**src/rtl/sawtooth_pkg.sv**
```systemverilog
// -----------------------------------------------------------------------------
// sawtooth_pkg
//   Definitions shared by the sawtooth map engine and its scheduler:
//   - sched_state_e : scheduler FSM states
//   - FP_* constants: IEEE-754 single-precision values used by the map
//                     datapath and the scheduler's error response
// -----------------------------------------------------------------------------
package sawtooth_pkg;

  typedef enum logic [1:0] {
    ST_IDLE  = 2'd0,  // arbitrate and accept one job
    ST_ISSUE = 2'd1,  // one-cycle start pulse to the engine
    ST_WAIT  = 2'd2,  // engine busy, wait for its done strobe
    ST_RESP  = 2'd3   // hold the response until it is accepted
  } sched_state_e;

  localparam logic [31:0] FP_QNAN    = 32'h7FC0_0000;
  localparam logic [31:0] FP_ONE     = 32'h3F80_0000;
  localparam logic [31:0] FP_NEG_ONE = 32'hBF80_0000;
  localparam logic [31:0] FP_HALF    = 32'h3F00_0000;

endpackage : sawtooth_pkg

```
**src/rtl/sawtooth_sched_rr_arbiter.sv**
```systemverilog
// -----------------------------------------------------------------------------
// rr_arbiter
//   Purely combinational round-robin pick: grants the first asserted request
//   at or after index ptr, wrapping modulo N.
//   Parameters: N  - number of requesters
//               IW - index width ($clog2(N))
//   Ports:      req       in  [N-1:0]  request vector
//               ptr       in  [IW-1:0] highest-priority index this round
//               grant     out [N-1:0]  one-hot grant, zero when no request
//               grant_idx out [IW-1:0] index of the granted requester
// -----------------------------------------------------------------------------
module rr_arbiter #(
  parameter int N  = 4,
  parameter int IW = $clog2(N)
) (
  input  logic [N-1:0]  req,
  input  logic [IW-1:0] ptr,
  output logic [N-1:0]  grant,
  output logic [IW-1:0] grant_idx
);

  always_comb begin
    int   idx;
    logic found;
    // NOTE: every variable written here gets a default first, so no path
    // leaves it unassigned and no latch is inferred.
    grant     = '0;
    grant_idx = '0;
    found     = 1'b0;
    idx       = 0;
    for (int i = 0; i < N; i++) begin
      idx = int'(ptr) + i;
      if (idx >= N) idx = idx - N;
      if (!found && req[IW'(idx)]) begin
        found             = 1'b1;
        grant[IW'(idx)]   = 1'b1;
        grant_idx         = IW'(idx);
      end
    end
  end

endmodule : rr_arbiter

```
**src/rtl/sawtooth_sched.sv**
```systemverilog
// -----------------------------------------------------------------------------
// sawtooth_sched
//   Shares one non-pipelined sawtooth map engine among NUM_REQ requesters.
//   One job in flight: arbitrate (round robin), start engine, wait for done,
//   return the result tagged with the requester index.
//
//   Optional build macro: SAWTOOTH_SCHED_TIMEOUT_EN
//     When defined, a WAIT that lasts TIMEOUT cycles without eng_done ends
//     with rsp_err=1 and rsp_data=quiet NaN. When undefined, WAIT lasts until
//     eng_done and rsp_err is tied 0.
//
//   Ports:
//     clk, reset_n              clock, async active-low reset
//     req_valid/req_ready       per-requester handshake (ready one-hot or 0)
//     req_x, req_eps            operands, requester i at slice i
//     eng_start                 one-cycle engine start pulse
//     eng_x, eng_eps            engine operands, stable from start to done
//     eng_done, eng_result      engine completion strobe and result
//     rsp_valid/rsp_ready       response handshake
//     rsp_id, rsp_data, rsp_err response payload
// -----------------------------------------------------------------------------
module sawtooth_sched
  import sawtooth_pkg::*;
#(
  parameter int NUM_REQ   = 4,
  parameter int PRECISION = 32,
  parameter int TIMEOUT   = 64
) (
  input  logic                           clk,
  input  logic                           reset_n,
  input  logic [NUM_REQ-1:0]             req_valid,
  output logic [NUM_REQ-1:0]             req_ready,
  input  logic [NUM_REQ*PRECISION-1:0]   req_x,
  input  logic [NUM_REQ*PRECISION-1:0]   req_eps,
  output logic                           eng_start,
  output logic [PRECISION-1:0]           eng_x,
  output logic [PRECISION-1:0]           eng_eps,
  input  logic                           eng_done,
  input  logic [PRECISION-1:0]           eng_result,
  output logic                           rsp_valid,
  input  logic                           rsp_ready,
  output logic [$clog2(NUM_REQ)-1:0]     rsp_id,
  output logic [PRECISION-1:0]           rsp_data,
  output logic                           rsp_err
);

  localparam int ID_W = $clog2(NUM_REQ);

  sched_state_e         state_q, state_d;
  logic [ID_W-1:0]      rr_ptr;
  logic [ID_W-1:0]      job_id;
  logic [NUM_REQ-1:0]   grant;
  logic [ID_W-1:0]      grant_idx;
  logic [PRECISION-1:0] sel_x, sel_eps;
  logic                 accept;
  logic                 to_expired;

  rr_arbiter #(
    .N  (NUM_REQ),
    .IW (ID_W)
  ) u_arb (
    .req       (req_valid),
    .ptr       (rr_ptr),
    .grant     (grant),
    .grant_idx (grant_idx)
  );

  // Grant is offered only in IDLE. Gating with reset_n keeps req_ready at its
  // reset value while reset is held, even if requesters keep req_valid high.
  assign req_ready = (reset_n && state_q == ST_IDLE) ? grant : '0;
  assign accept    = |(req_valid & req_ready);
  assign eng_start = (state_q == ST_ISSUE);
  assign rsp_valid = (state_q == ST_RESP);
  assign rsp_id    = job_id;

  // Operand select from the one-hot grant (AND-OR mux).
  always_comb begin
    sel_x   = '0;
    sel_eps = '0;
    for (int i = 0; i < NUM_REQ; i++) begin
      if (grant[i]) begin
        sel_x   = sel_x   | req_x[i*PRECISION +: PRECISION];
        sel_eps = sel_eps | req_eps[i*PRECISION +: PRECISION];
      end
    end
  end

`ifdef SAWTOOTH_SCHED_TIMEOUT_EN
  localparam int TO_W = $clog2(TIMEOUT + 1);

  logic [TO_W-1:0] to_cnt;
  logic            err_q;

  // Counts completed WAIT cycles; expiry is seen on the TIMEOUT-th one.
  assign to_expired = (state_q == ST_WAIT) && (to_cnt == TO_W'(TIMEOUT - 1));
  assign rsp_err    = err_q;

  always_ff @(posedge clk or negedge reset_n) begin
    if (!reset_n) begin
      to_cnt <= '0;
      err_q  <= 1'b0;
    end else begin
      if (state_q == ST_ISSUE) begin
        to_cnt <= '0;
      end else if (state_q == ST_WAIT && !eng_done) begin
        to_cnt <= to_cnt + TO_W'(1);
      end
      // A done strobe on the expiry cycle wins: the result is not an error.
      if (state_q == ST_WAIT && (eng_done || to_expired)) begin
        err_q <= !eng_done;
      end
    end
  end
`else
  assign to_expired = 1'b0;
  assign rsp_err    = 1'b0;
`endif

  // Next-state logic.
  always_comb begin
    state_d = state_q;
    unique case (state_q)
      ST_IDLE:  if (accept)                   state_d = ST_ISSUE;
      ST_ISSUE:                               state_d = ST_WAIT;
      ST_WAIT:  if (eng_done || to_expired)   state_d = ST_RESP;
      ST_RESP:  if (rsp_ready)                state_d = ST_IDLE;
      default:                                state_d = ST_IDLE;
    endcase
  end

  // State register and job/response datapath.
  always_ff @(posedge clk or negedge reset_n) begin
    if (!reset_n) begin
      // NOTE: sequential state uses non-blocking assignments so every
      // register samples pre-edge values, independent of statement order.
      state_q  <= ST_IDLE;
      rr_ptr   <= '0;
      job_id   <= '0;
      eng_x    <= '0;
      eng_eps  <= '0;
      rsp_data <= '0;
    end else begin
      state_q <= state_d;
      unique case (state_q)
        ST_IDLE: begin
          if (accept) begin
            eng_x   <= sel_x;
            eng_eps <= sel_eps;
            job_id  <= grant_idx;
          end
        end
        ST_WAIT: begin
          if (eng_done) begin
            rsp_data <= eng_result;
          end else if (to_expired) begin
            rsp_data <= PRECISION'(FP_QNAN);
          end
        end
        ST_RESP: begin
          // Pointer moves past the served requester so it cannot win again
          // while any other requester is waiting.
          if (rsp_ready) begin
            rr_ptr <= (job_id == ID_W'(NUM_REQ - 1)) ? '0 : job_id + ID_W'(1);
          end
        end
        default: ;
      endcase
    end
  end

endmodule : sawtooth_sched

```
**config.mk**
```make
export PLATFORM = sky130hd
export DESIGN_NAME = sawtooth_sched
export DESIGN_NICKNAME = d
export VERILOG_FILES = /design/src/rtl/sawtooth_pkg.sv /design/src/rtl/sawtooth_sched_rr_arbiter.sv /design/src/rtl/sawtooth_sched.sv
export SDC_FILE = /design/constraint.sdc
export NUM_CORES = 1
export LEC_CHECK = 0
export CORE_ASPECT_RATIO = 0.75
export CORE_MARGIN = 2
export CORE_UTILIZATION = 25
export CTS_CLUSTER_SIZE = 28
export DETAILED_ROUTE_END_ITERATION = 6
export RECOVER_POWER = 100
export SETUP_SLACK_MARGIN = 0.15
export SLEW_MARGIN = 20
export SYNTH_ARGS = -nofsm -noshare
export SYNTH_HDL_FRONTEND = slang
export SYNTH_SLANG_ARGS = --single-unit
```
**constraint.sdc**
```tcl
create_clock -name clk -period 6.4 [get_ports clk]
set_clock_uncertainty 0.15 [all_clocks]
set_input_delay 1.28 -clock clk [delete_from_list [all_inputs] [get_ports clk]]
set_output_delay 1.28 -clock clk [all_outputs]
set_load 0.005 [all_outputs]
```
==> reports/results.ini <==
[grt]
antenna_found_initial=0
grt_pass1_wl_mm=35.5
grtUsageTotal=0.193
grt_pass1_vias=5854
overflow=0
grt_max_degree=94

[final_layout]
fillers=2239
n_antenna_cell=0
nets=1223
multiInputGateArea_um2=2860
layout-drive-gt1-share=0.0938
utilization=0.444
final_area_um2=10100
area_growth_pct=76.0
seqCellArea_um2=2550

[detailed_routing]
drtPass1Iterations=4
drt_wl_total_mm=24.7
drt-initial-drc-count=228
via_per_inst=4.97
ant_nets=0
drc=0
detail_route.wl_per_cell_um=20.3
vias=6050

[worst_hold_path]
min_path_type=register to register

[logic_synthesis]
synth-seq-cells=102
syn_area_per_cell_um2=10.5
synth_most_common_cell=a22oi_1
yosysWarnings=0
synth_ff_type=dfrtp_1
synth.cell_area_um2=5760
ys_top_cells_by_area=dfrtp_1 44%, a22oi_1 17%, mux2_2 6.6%, a31oi_1 6.0%, nor2_1 3.8%
yosysTopAreaCellShare=0.443
synth_edf_count=0
synth_cell_types=47
syn_inst=549
synthTopCellsByCount=132 x a22oi_1, 102 x dfrtp_1, 59 x nor2_1
async_flop_share=1.00
synth.yosys.seq_area_share=0.443
yosysTopAreaCell=dfrtp_1
syn_nets=859

[floorplanning]
dieArea_um2=24300
ios=401
start_util=0.253
die_h_um=135
rows=48
coreArea_um2=22800
die_w_um=179

[clocking]
postCtsHoldBufs=0
cts_buffer_depth=2
cts_tree=built
cts_buffers=9
insertion_delay_ns=0.34
post-cts-setup-buffers=0
cts_resized=0
path_clk_slew_ns=0.07
clock-sinks=102
htreeDepth=3
clockRootBuffer=clkbuf_16

[worst_setup_path]
cp_max_fo=13
worstPathRequired_ns=4.97
start_kind=input port
path_class=input port to output pin
cp_common_cell=dlygate4sd3_1
worstPathCellList=dlygate4sd3_1, mux4_2, inv_1, a32o_1, a221o_2, and3_1, dlygate4sd3_1
cp_slowest_cell=dlygate4sd3_1
cp.arrival_ns=4.23
critPathMaxStageDelay_ns=0.89
end_kind=output pin

[power_and_ir_drop]
ir_worst_vdd_v=0.000332
p_per_area_nw_per_um2=425
power.total_w=0.00431
power_leakage_nw=3.87

[run_status]
violations=max-capacitance violations, max-slew violations
status=complete, but fails checks

[sta]
hold_viol_final=0
timing.final.crit_share=0.884
rsz0062_at_grt=no
slew-limit-headroom=-1.36
worst_pin_slew_ns=3.53
finalSetupTns_ns=0
max_freq_mhz=177
slew_viol_final=252
min_period_ns=5.66
setup-violations-final=0

[placement]
place_congestion=0.797
dp_hpwl_mm=18.5
port_buffers=399
dpl_cell_area_um2=9910

[flow_run]
max_cap_violations=4

[power by group]
group | leakage (nW) | switching, W | internal [W]
clock network | 0.127 | 0.000258 | 0.000267
logic | 2.56 | 0.00134 | 0.00127
registers | 1.18 | 0.000189 | 0.000984
[state kept, by name (all words and copies together), names as in the netlist]
name / count
state_q: 2
eng_eps: 32
rsp_id: 2
rr_ptr: 2
rsp_data: 32
eng_x: 32
[through the flow]
step / hold slack, ns / worst slack, ns / instances
after global routing: 0.363 / 0.471 / 1217
after CTS: 0.359 / 0.868 / 1217
after detailed placement: 0.343 / 0.859 / 1202
after global placement: 0.336 / 0.850 / 1202
final: 0.348 / 0.741 / 1217
after floorplan: 0.352 / 1.80 / 549
[critical path, delay by kind of cell]
kind / cells / cell delay (ns)
AO/OA/AOI/OAI: 2 / 0.60
buffers and inverters: 3 / 1.66
multiplexers: 1 / 0.49
AND/OR/NAND/NOR: 1 / 0.18
[area by class of cell]
class / instances / share of cell area
sequential: 102 / 0.252
inverter: 11 / 0.00407
clock inverter: 5 / 0.00432
clock buffer: 10 / 0.0226
tap: 300 / 0.0370
timing repair buffer: 407 / 0.398
multi-input combinational: 382 / 0.282
[metal layers]
metal	GRT usage	vias to the layer above	part of all wire
met1	0.249	2917	0.42
met3	0.0612	17	0.091
met2	0.322	265	0.48
met5	0	-	0
li1	-	2851	-
met4	0.0327	0	0.0082
[path summary, 6_finish.rpt]
path	from	to	slack, ns	cells after the start
max in group asynchronous	reset_n	eng_eps[6]	1.47	2
min in group asynchronous	reset_n	eng_x[14]	0.80	1
worst min register to register	rsp_data[18]	rsp_data[18]	0.35	1
worst max-delay path	req_valid[3]	req_ready[1]	0.74	7
worst min-delay path	rsp_data[18]	rsp_data[18]	0.35	1
worst max register to register	rr_ptr[1]	eng_x[11]	1.43	9
[kinds of logic (layout without fill, tap and decap cells)]
family	Yosys count	count (layout)	share of synthesized area
compound gates	224	224	0.295
flops	102	102	0.443
simple gates	102	102	0.0836
buf+inv	65	433	0.0619
mux	41	41	0.0851
fa+ha+maj	14	14	0.0304
other cells	1	1	0.000651
[cells in the final DEF (no fill, tap or decap), drive strengths merged, types with 3 or more instances in the layout]
cell and instances:
clkdlybuf4s50 290, a22oi 132, dlygate4sd3 108, dfrtp 102, nor2 69, a31oi 64, mux2 34, ha 14
inv 13, clkbuf 13, nand2 12, and3 6, buf 6, o21ai 5, mux2i 4, mux4 3
nand2b 3, a22o 3
Note: power is estimated with default switching activity, not from simulation.
